$ cat src/rtl/uart_pkg.sv
// rtl/uart_pkg.sv - shared UART constants: RX state codes, parity encodings, RF_DI field indices
package uart_pkg;

    localparam logic [3:0] pRxIdle  = 4'd0;
    localparam logic [3:0] pRxStart = 4'd1;
    localparam logic [3:0] pRxD0    = 4'd2;
    localparam logic [3:0] pRxD1    = 4'd3;
    localparam logic [3:0] pRxD2    = 4'd4;
    localparam logic [3:0] pRxD3    = 4'd5;
    localparam logic [3:0] pRxD4    = 4'd6;
    localparam logic [3:0] pRxD5    = 4'd7;
    localparam logic [3:0] pRxD6    = 4'd8;
    localparam logic [3:0] pRxD7    = 4'd9;
    localparam logic [3:0] pRxPar   = 4'd10;
    localparam logic [3:0] pRxStop  = 4'd11;
    localparam logic [3:0] pRxBrk   = 4'd12;

    localparam logic [1:0] PAR_ODD  = 2'b00;
    localparam logic [1:0] PAR_EVEN = 2'b01;
    localparam logic [1:0] PAR_ZERO = 2'b10;
    localparam logic [1:0] PAR_ONE  = 2'b11;

    localparam int RF_BRK = 10;
    localparam int RF_FE  = 9;
    localparam int RF_PE  = 8;

endpackage

$ cat src/rtl/uart_rx_sync.sv
// rtl/uart_rx_sync.sv - multi-flop synchroniser for the asynchronous RxD pin, resets to idle-high
module uart_rx_sync #(
    parameter int pSyncLen = 2
) (
    input  logic Clk,
    input  logic Rst,
    input  logic RxD,
    output logic RxDs
);

    logic [pSyncLen-1:0] sff;

    always_ff @(posedge Clk) begin
        if (Rst) sff <= '1;
        else     sff <= {sff[pSyncLen-2:0], RxD};
    end

    assign RxDs = sff[pSyncLen-1];

endmodule

$ cat src/rtl/uart_rxsm.sv
// rtl/uart_rxsm.sv - UART receive state machine: 16x oversampling, parity/stop checks, RF FIFO write
module uart_rxsm
    import uart_pkg::*;
#(
    parameter int         pSyncLen = 2,
    parameter logic [3:0] pMidPt   = 4'd7
) (
    input  logic        Clk,
    input  logic        Rst,
    input  logic        CE_16x,
    input  logic        Len,
    input  logic        NumStop,
    input  logic        ParEn,
    input  logic [1:0]  Par,
    input  logic        RxD,
    input  logic        RF_FF,
    output logic        RF_WE,
    output logic [10:0] RF_DI,
    output logic        OE,
    output logic [3:0]  RxSM,
    output logic        RxIdle
);

    logic       rxds;
    logic [3:0] state, state_nxt;
    logic [3:0] cnt;
    logic [7:0] rsr;
    logic [7:0] data;
    logic       pe, par_bit, par_exp, wr_pend;
    logic       sample, start_det, fe_now, brk_now;
    logic [2:0] bit_idx;

    // The second stop bit is never checked; it simply looks like idle line.
    logic unused_numstop;
    assign unused_numstop = NumStop;

    uart_rx_sync #(.pSyncLen(pSyncLen)) u_sync (
        .Clk  (Clk),
        .Rst  (Rst),
        .RxD  (RxD),
        .RxDs (rxds)
    );

    assign sample    = CE_16x && (cnt == pMidPt);
    assign start_det = (state == pRxIdle) && CE_16x && !rxds;
    assign bit_idx   = 3'(state - pRxD0);
    assign data      = Len ? {1'b0, rsr[6:0]} : rsr;
    assign fe_now    = !rxds;
    assign brk_now   = fe_now && (data == 8'h00) && !par_bit;

    always_comb begin
        case (Par)
            PAR_ODD:  par_exp = ~^data;
            PAR_EVEN: par_exp = ^data;
            PAR_ZERO: par_exp = 1'b0;
            default:  par_exp = 1'b1;
        endcase
    end

    always_ff @(posedge Clk) begin
        if (Rst) state <= pRxIdle;
        else     state <= state_nxt;
    end

    always_comb begin
        state_nxt = state;
        case (state)
            pRxIdle:  if (start_det) state_nxt = pRxStart;
            pRxStart: if (sample) state_nxt = rxds ? pRxIdle : pRxD0;
            pRxD0, pRxD1, pRxD2, pRxD3, pRxD4, pRxD5:
                      if (sample) state_nxt = state + 4'd1;
            pRxD6:    if (sample) state_nxt = !Len ? pRxD7 : (ParEn ? pRxPar : pRxStop);
            pRxD7:    if (sample) state_nxt = ParEn ? pRxPar : pRxStop;
            pRxPar:   if (sample) state_nxt = pRxStop;
            pRxStop:  if (sample) state_nxt = rxds ? pRxIdle : pRxBrk;
            pRxBrk:   if (CE_16x && rxds) state_nxt = pRxIdle;
            default:  state_nxt = pRxIdle;
        endcase
    end

    always_comb begin
        RF_WE  = wr_pend && !RF_FF;
        OE     = wr_pend && RF_FF;
        RxIdle = (state == pRxIdle);
        RxSM   = state;
    end

    // Datapath; the FIFO write is launched one Clk after the stop-bit sample.
    always_ff @(posedge Clk) begin
        if (Rst) begin
            cnt     <= '0;
            rsr     <= '0;
            pe      <= 1'b0;
            par_bit <= 1'b0;
            wr_pend <= 1'b0;
            RF_DI   <= '0;
        end else begin
            wr_pend <= 1'b0;
            if (start_det)   cnt <= '0;
            else if (CE_16x) cnt <= cnt + 4'd1;
            if (sample) begin
                case (state)
                    pRxStart: begin
                        rsr     <= '0;
                        pe      <= 1'b0;
                        par_bit <= 1'b0;
                    end
                    pRxD0, pRxD1, pRxD2, pRxD3, pRxD4, pRxD5, pRxD6, pRxD7:
                        rsr[bit_idx] <= rxds;
                    pRxPar: begin
                        par_bit <= rxds;
                        pe      <= (rxds != par_exp);
                    end
                    pRxStop: begin
                        RF_DI   <= {brk_now, fe_now, pe, data};
                        wr_pend <= 1'b1;
                    end
                    default: ;
                endcase
            end
        end
    end

endmodule

$ cat config.mk
export PLATFORM = sky130hd
export DESIGN_NAME = uart_rxsm
export DESIGN_NICKNAME = d
export VERILOG_FILES = /design/src/rtl/uart_pkg.sv /design/src/rtl/uart_rx_sync.sv /design/src/rtl/uart_rxsm.sv
export SDC_FILE = /design/constraint.sdc
export NUM_CORES = 1
export LEC_CHECK = 0
export ABC_AREA = 0
export BUFFER_PORTS_ARGS = -buffer_cell sky130_fd_sc_hd__buf_2
export CAP_MARGIN = 10
export CORE_UTILIZATION = 50
export DETAILED_ROUTE_END_ITERATION = 16
export PLACE_DENSITY = 0.77
export SYNTH_ARGS = -nofsm -noshare
export SYNTH_HDL_FRONTEND = slang
export SYNTH_SLANG_ARGS = --single-unit
$ cat constraint.sdc
create_clock -name Clk -period 2.1 [get_ports Clk]
set_input_delay 0.63 -clock Clk [delete_from_list [all_inputs] [get_ports Clk]]
set_output_delay 0.63 -clock Clk [all_outputs]
set_load 0.01 [all_outputs]
Word-level counts from Yosys, hierarchy flattened
Index checks and enable logic that the tools add are counted.
- eq/ne operators: 24
- muxes and demuxes: 22
- reductions and logical operators: 27
- bitwise operators: 1
- add/subtract/negate cells: 3
- $lt $le $gt $ge: 2
- operators by type and width (cell ; count):
    2-to-1 mux 4 bit ; 10
    one-hot mux 4 bit (8 select lines) ; 1
    equality test 4 x 3 -> 1 bit, second input constant ; 5
    equality test 4 bit, second input constant ; 5
    one-hot mux 8 bit (2 select lines) ; 1
    != test 2 bit, second input constant ; 7
    logical AND 1 bit ; 9
    adder 4 x 1 -> 4 bit, second input constant ; 2
    bitwise mux 8 bit ; 1
    equality test 4 x 2 -> 1 bit, second input constant ; 2
    logical NOT 8 bit ; 1
    2-to-1 mux 8 bit ; 1
    AND reduction 8 bit ; 1
    OR reduction 8 bit ; 1
    XNOR reduction 8 bit ; 1
    parity 8 bit ; 1
    AND reduction 2 bit ; 3
    OR reduction 6 bit ; 1
    equality test 4 x 1 -> 1 bit, second input constant ; 1
    logical NOT 4 bit ; 1
    < comparator 3 x 4 -> 1 bit, second input constant ; 1
    one-hot mux 1 bit (2 select lines) ; 2
    nonzero test 2 bit ; 2
    OR reduction 2 bit ; 2
    13 further kinds ; 17
- input port bits: 10
- bits in registers: 32
- output and inout bits: 18

Longest topological paths before layout
- depth in word-level cells: 7
- mapped depth: 9
- depth with buffers taken out: 7

Cells and area by module
From an unflattened synthesis, not the netlist that was laid out.
- cell total of the unflattened synthesis: 219
- area total of the unflattened synthesis: 1823.0 um^2
- modules (own cells, without submodules) (module ; cells an instance ; area each (um^2) ; times used):
    uart_rxsm ; 215 ; 1770.4 ; 1
    uart_rx_sync ; 4 ; 52.6 ; 1

Least setup slack after synthesis
Ideal clock, no wire load.
- path kind: register to register
- start point: reg state[0] (netlist: RxSM[0])
- end point: reg state[2] (netlist: RxSM[2])
- arrival: 2.116 ns
- stages on the path, launching flop included: 10
- clock period less this slack: 2.231 ns
- library setup time: 0.115 ns
- data required time: 1.985 ns
- path slack: -0.131 ns
- path buffers: 2
- cell sequence: dfxtp_1 clkbuf_1 inv_1 ha_1 buf_2 a2111oi_0 o22a_1 o22ai_2 o21a_1 o21a_1
- word-level cells in the longest chain between the ends: 5
- elaborated cells between the ends (all ways): 28
- ends and longest elaborated chain (element ; line ; source):
    from (decl) ; uart_rxsm.sv:25 ; logic [3:0] state, state_nxt;
    from (signal assigned) ; uart_rxsm.sv:61 ; if (Rst) state <= pRxIdle;
    from (signal assigned) ; uart_rxsm.sv:62 ; else state <= state_nxt;
    parallel branches: the longest is 5 deep, another holds adder 4 x 1 -> 4 bit ; n/a ;
Parallel ways; which one is timed is not known. The select of a mux whose other input is x is not followed.
A chain may end at the register's enable or synchronous reset.

Worst setup path in the final report
- start point: reg state[0] (netlist: RxSM[0])
- end point: out RxIdle
- word-level cells in the longest chain between the ends: 1
- ends and longest elaborated chain (element ; line ; source):
    logical NOT 4 bit ; uart_rxsm.sv:84 ; RxIdle = (state == pRxIdle);
    to (decl) ; uart_rxsm.sv:21 ; output logic RxIdle
No other way between the ends.

==> metrics.log <==
[metrics] status: completed
[metrics] number of DRC markers after the initial detailed-route iteration: 43
[metrics] commonest register cell after synthesis: sky130_fd_sc_hd__dfxtp_1
[metrics] final wirelength: around 3900 um
[metrics] count of warnings emitted by yosys: 0
[metrics] sum of overflow across all layers after global routing: 0
[metrics] classification of the worst-slack hold path: flip-flop to flip-flop
[metrics] Setup Skew: ~17 ps
[metrics] root buffer cell: sky130_fd_sc_hd__clkbuf_4
[metrics] crit path launch type: flip-flop
[metrics] first-pass GRT wire length: about 6300 um
[metrics] Syn Nets: between 200 and 250
[metrics] Layout area overhead: 25.9%
[metrics] transition at the pin with the smallest max-transition slack: about 450 ps
[metrics] fraction of final layout cells sized beyond drive strength 1: 29.2%
[metrics] Detail Placement HPWL: between 2000 and 3000 um
[metrics] count of standard-cell rows: 20
[metrics] H-Tree Depth: 2
[metrics] CTS tree: built
[metrics] number of endpoints failing setup at the final stage: 0
[metrics] arrival time at the worst endpoint: approximately 1400 ps
[metrics] number of cells in the design after placement: between 200 and 300
[metrics] filler cell count: 280
[metrics] gp weighted congestion: around 0.88
[metrics] peak supply drop: approximately 450 uV
[metrics] Max Cap Violations: 0
[metrics] Final Cycle Share: a little over nine tenths
[metrics] clock tree buffer depth: 2
[metrics] crit path max fanout: 7
[metrics] minimum clock period after layout: ~2100 ps
[metrics] Pwr Total: about 0.0015 W
[metrics] I/O pin cnt: 28
[metrics] count of final max-slew check failures: 0
[metrics] # nets final: about 270
[metrics] via count of the first global-routing pass: 1400
[metrics] hold-critical path depth: 1
[metrics] power per cell area: a little over 700 mW/mm2
[metrics] summed instance area of the synthesized netlist: about 0.0017 mm2
[metrics] global-route total usage across every layer: about a quarter
[metrics] headroom to the max-slew limit: around 69%
[metrics] unrepaired setup endpoints after global routing: yes
[metrics] number of unique standard cell types used by synthesis: 46
[metrics] Port Buf Inserts: 26
[metrics] number of flops mapped to enable cells by yosys: 0
[metrics] f_max: roughly 480 MHz
[metrics] Core Region: ~0.0032 mm2
[metrics] Static Leak: between 0.8 and 0.9 nW
[metrics] CTS Hold Bufs: 0
[metrics] Post-synth ARST share: 0%
[metrics] average footprint of a synthesized cell: around 8.2 um2
[metrics] required arrival time at the worst endpoint: approximately 1500 ps
[metrics] non-filler cells in the finished layout: slightly below 300
[metrics] residual antenna-violating net count after detailed routing: 0
[metrics] Remaining DRCs: 0
[metrics] antenna violations before repair: 0
[metrics] clock latency at the later pin of the worst-skew pair: approximately 350 ps
[metrics] number of buffers added by the clock tree synthesis step: 5
[metrics] x dimension of the die: 60.4 um
[metrics] instance count of the mapped netlist: ~210
[metrics] number of detailed-route iterations in the first pass: 4
[metrics] Setup TNS Final: 0 ps
[metrics] CTS clock-pin slew for the worst setup and hold paths: about 110 ps
[metrics] number of antenna cells inserted: 0
[metrics] full die area: approximately 0.0037 mm2
[metrics] average wire length per cell after detail routing: 13.0 um
[metrics] Via Count: approximately 1600
[metrics] TritonCTS sink count: 32
[metrics] post-synthesis register bit count: 32
[metrics] most frequent standard cell in the layout excluding fill and tap cells: sky130_fd_sc_hd__nand2_1
[metrics] final hold vios: 0
[metrics] Die Ht: 60.4 um
[metrics] sort of element at the end of the critical path: output port
[metrics] pin count of the biggest net entering global routing: 23
[metrics] ratio of routed vias to standard cells: about 5.4
[metrics] Worst Setup Path Type: flip-flop to output port
[metrics] starting density of the core: 54.2%
[metrics] post-synthesis sequential area ratio: 37.5%
[metrics] highest-count cells in the layout ignoring fill and taps: sky130_fd_sc_hd__nand2_1 (34), sky130_fd_sc_hd__dfxtp_1 (30), sky130_fd_sc_hd__buf_2 (26)
[metrics] cell count of the worst reg-to-reg path: 7
## flip-flops by register name (all words and copies together) (netlist names)
register,count
pe,1
par_bit,1
RF_DI,11
cnt,4
u_sync.sff,2
rsr,8
wr_pend,1
RxSM,4
## synthesized netlist by cell type, types with 2 or more instances
library cell | instances | area (um2)
sky130_fd_sc_hd__a211oi_1 | 5 | 37.5
sky130_fd_sc_hd__dfxtp_1 | 32 | 641
sky130_fd_sc_hd__mux2i_1 | 4 | 40.0
sky130_fd_sc_hd__nor2_1 | 16 | 60.1
sky130_fd_sc_hd__xor2_1 | 3 | 26.3
sky130_fd_sc_hd__nand2_1 | 35 | 131
sky130_fd_sc_hd__a2111oi_0 | 2 | 17.5
sky130_fd_sc_hd__a32o_1 | 5 | 50.1
sky130_fd_sc_hd__inv_1 | 15 | 56.3
sky130_fd_sc_hd__nor4_1 | 3 | 18.8
sky130_fd_sc_hd__a22oi_1 | 2 | 15.0
sky130_fd_sc_hd__o21ai_0 | 3 | 15.0
sky130_fd_sc_hd__a21oi_1 | 14 | 70.1
sky130_fd_sc_hd__xnor2_1 | 4 | 35.0
sky130_fd_sc_hd__buf_2 | 5 | 25.0
sky130_fd_sc_hd__or2_2 | 2 | 12.5
sky130_fd_sc_hd__nor3_1 | 3 | 15.0
sky130_fd_sc_hd__clkbuf_1 | 6 | 22.5
sky130_fd_sc_hd__nand4_1 | 3 | 18.8
sky130_fd_sc_hd__nand2b_1 | 3 | 18.8
sky130_fd_sc_hd__nand3_1 | 4 | 20.0
sky130_fd_sc_hd__or3_1 | 2 | 12.5
sky130_fd_sc_hd__ha_1 | 9 | 113
sky130_fd_sc_hd__and3_1 | 3 | 18.8
sky130_fd_sc_hd__a21oi_2 | 2 | 17.5
sky130_fd_sc_hd__nor2b_1 | 2 | 12.5
sky130_fd_sc_hd__o21a_1 | 2 | 15.0
## area by class of cell
type	instances	area, um2	share of cell area (%)
Tap cell	44	55.1	2.56
Clock inverter	1	7.51	0.349
Timing Repair Buffer	50	327	15.2
Sequential cell	32	646	30.0
Multi-Input combinational cell	148	1000	46.5
Inverter	15	60.1	2.79
Clock buffer	7	55.1	2.56
## worst paths after layout
| kind | start | end | slack (ps) |
|---|---|---|---|
| worst min-delay path | u_sync.sff[0] | u_sync.sff[1] | 410 |
| worst max register to register | RxSM[0] | RxSM[2] | 90 |
| worst max-delay path | RxSM[0] | RxIdle | 30 |
| worst min register to register | u_sync.sff[0] | u_sync.sff[1] | 410 |
## critical path: stages, from the launching register on
cell	delay [ps]
sky130_fd_sc_hd__dfxtp_4	410
sky130_fd_sc_hd__clkinvlp_4	140
sky130_fd_sc_hd__ha_4	210
sky130_fd_sc_hd__buf_6	120
sky130_fd_sc_hd__nand2_4	50
sky130_fd_sc_hd__inv_2	30
sky130_fd_sc_hd__buf_2	120
## cells by family (layout without fill, tap and decap cells)
logic type | after synthesis | count (layout) | share of synthesized area [%]
muxes | 5 | 5 | 3.00
adders and majority gates | 9 | 9 | 6.59
buffers and inverters | 28 | 73 | 7.18
DFF | 32 | 32 | 37.5
and+or+nand+nor | 81 | 81 | 22.4
AOI/OAI and AO/OA | 46 | 46 | 19.7
xor gates and xnor gates | 7 | 7 | 3.59
## report_power, final
| part | leakage, nW | internal [W] | switching, W |
|---|---|---|---|
| Sequential | 0.260 | 0.000626 | 0.0000250 |
| Combinational | 0.601 | 0.000246 | 0.000255 |
| Clock | 0.0315 | 0.000164 | 0.000223 |
## per-stage QoR
| stage | hold WS [ps] | area (um2) | utilization [%] | worst slack (ps) |
|---|---|---|---|---|
| 2_1_floorplan | 389 | 1720 | - | 58.5 |
| 3_3_place_gp | 391 | 1990 | 63.1 | 31.3 |
| 3_5_place_dp | 393 | 1990 | 63.1 | 0.689 |
| 4_1_cts | 415 | 2070 | 65.7 | 3.02 |
| 5_1_grt | 440 | 2150 | 68.2 | -12.1 |
| 6_report | 413 | 2150 | 68.2 | 25.6 |
## routing by layer
metal,vias to the layer above,track usage (%),share of wire (%)
met5,-,0,0
met4,0,10.7,2.4
met3,8,6.40,4.7
met2,36,38.0,47
met1,741,29.4,46
li1,813,-,-
## timing repair
item                                    in CTS  in global routing
pin swaps                                    0                  1
buffers inserted                             0                  4
resized for setup                            4                 13
gates cloned                                 0                  0
endpoints found under the setup margin       3                 12
(Power assumes the default switching activity.)
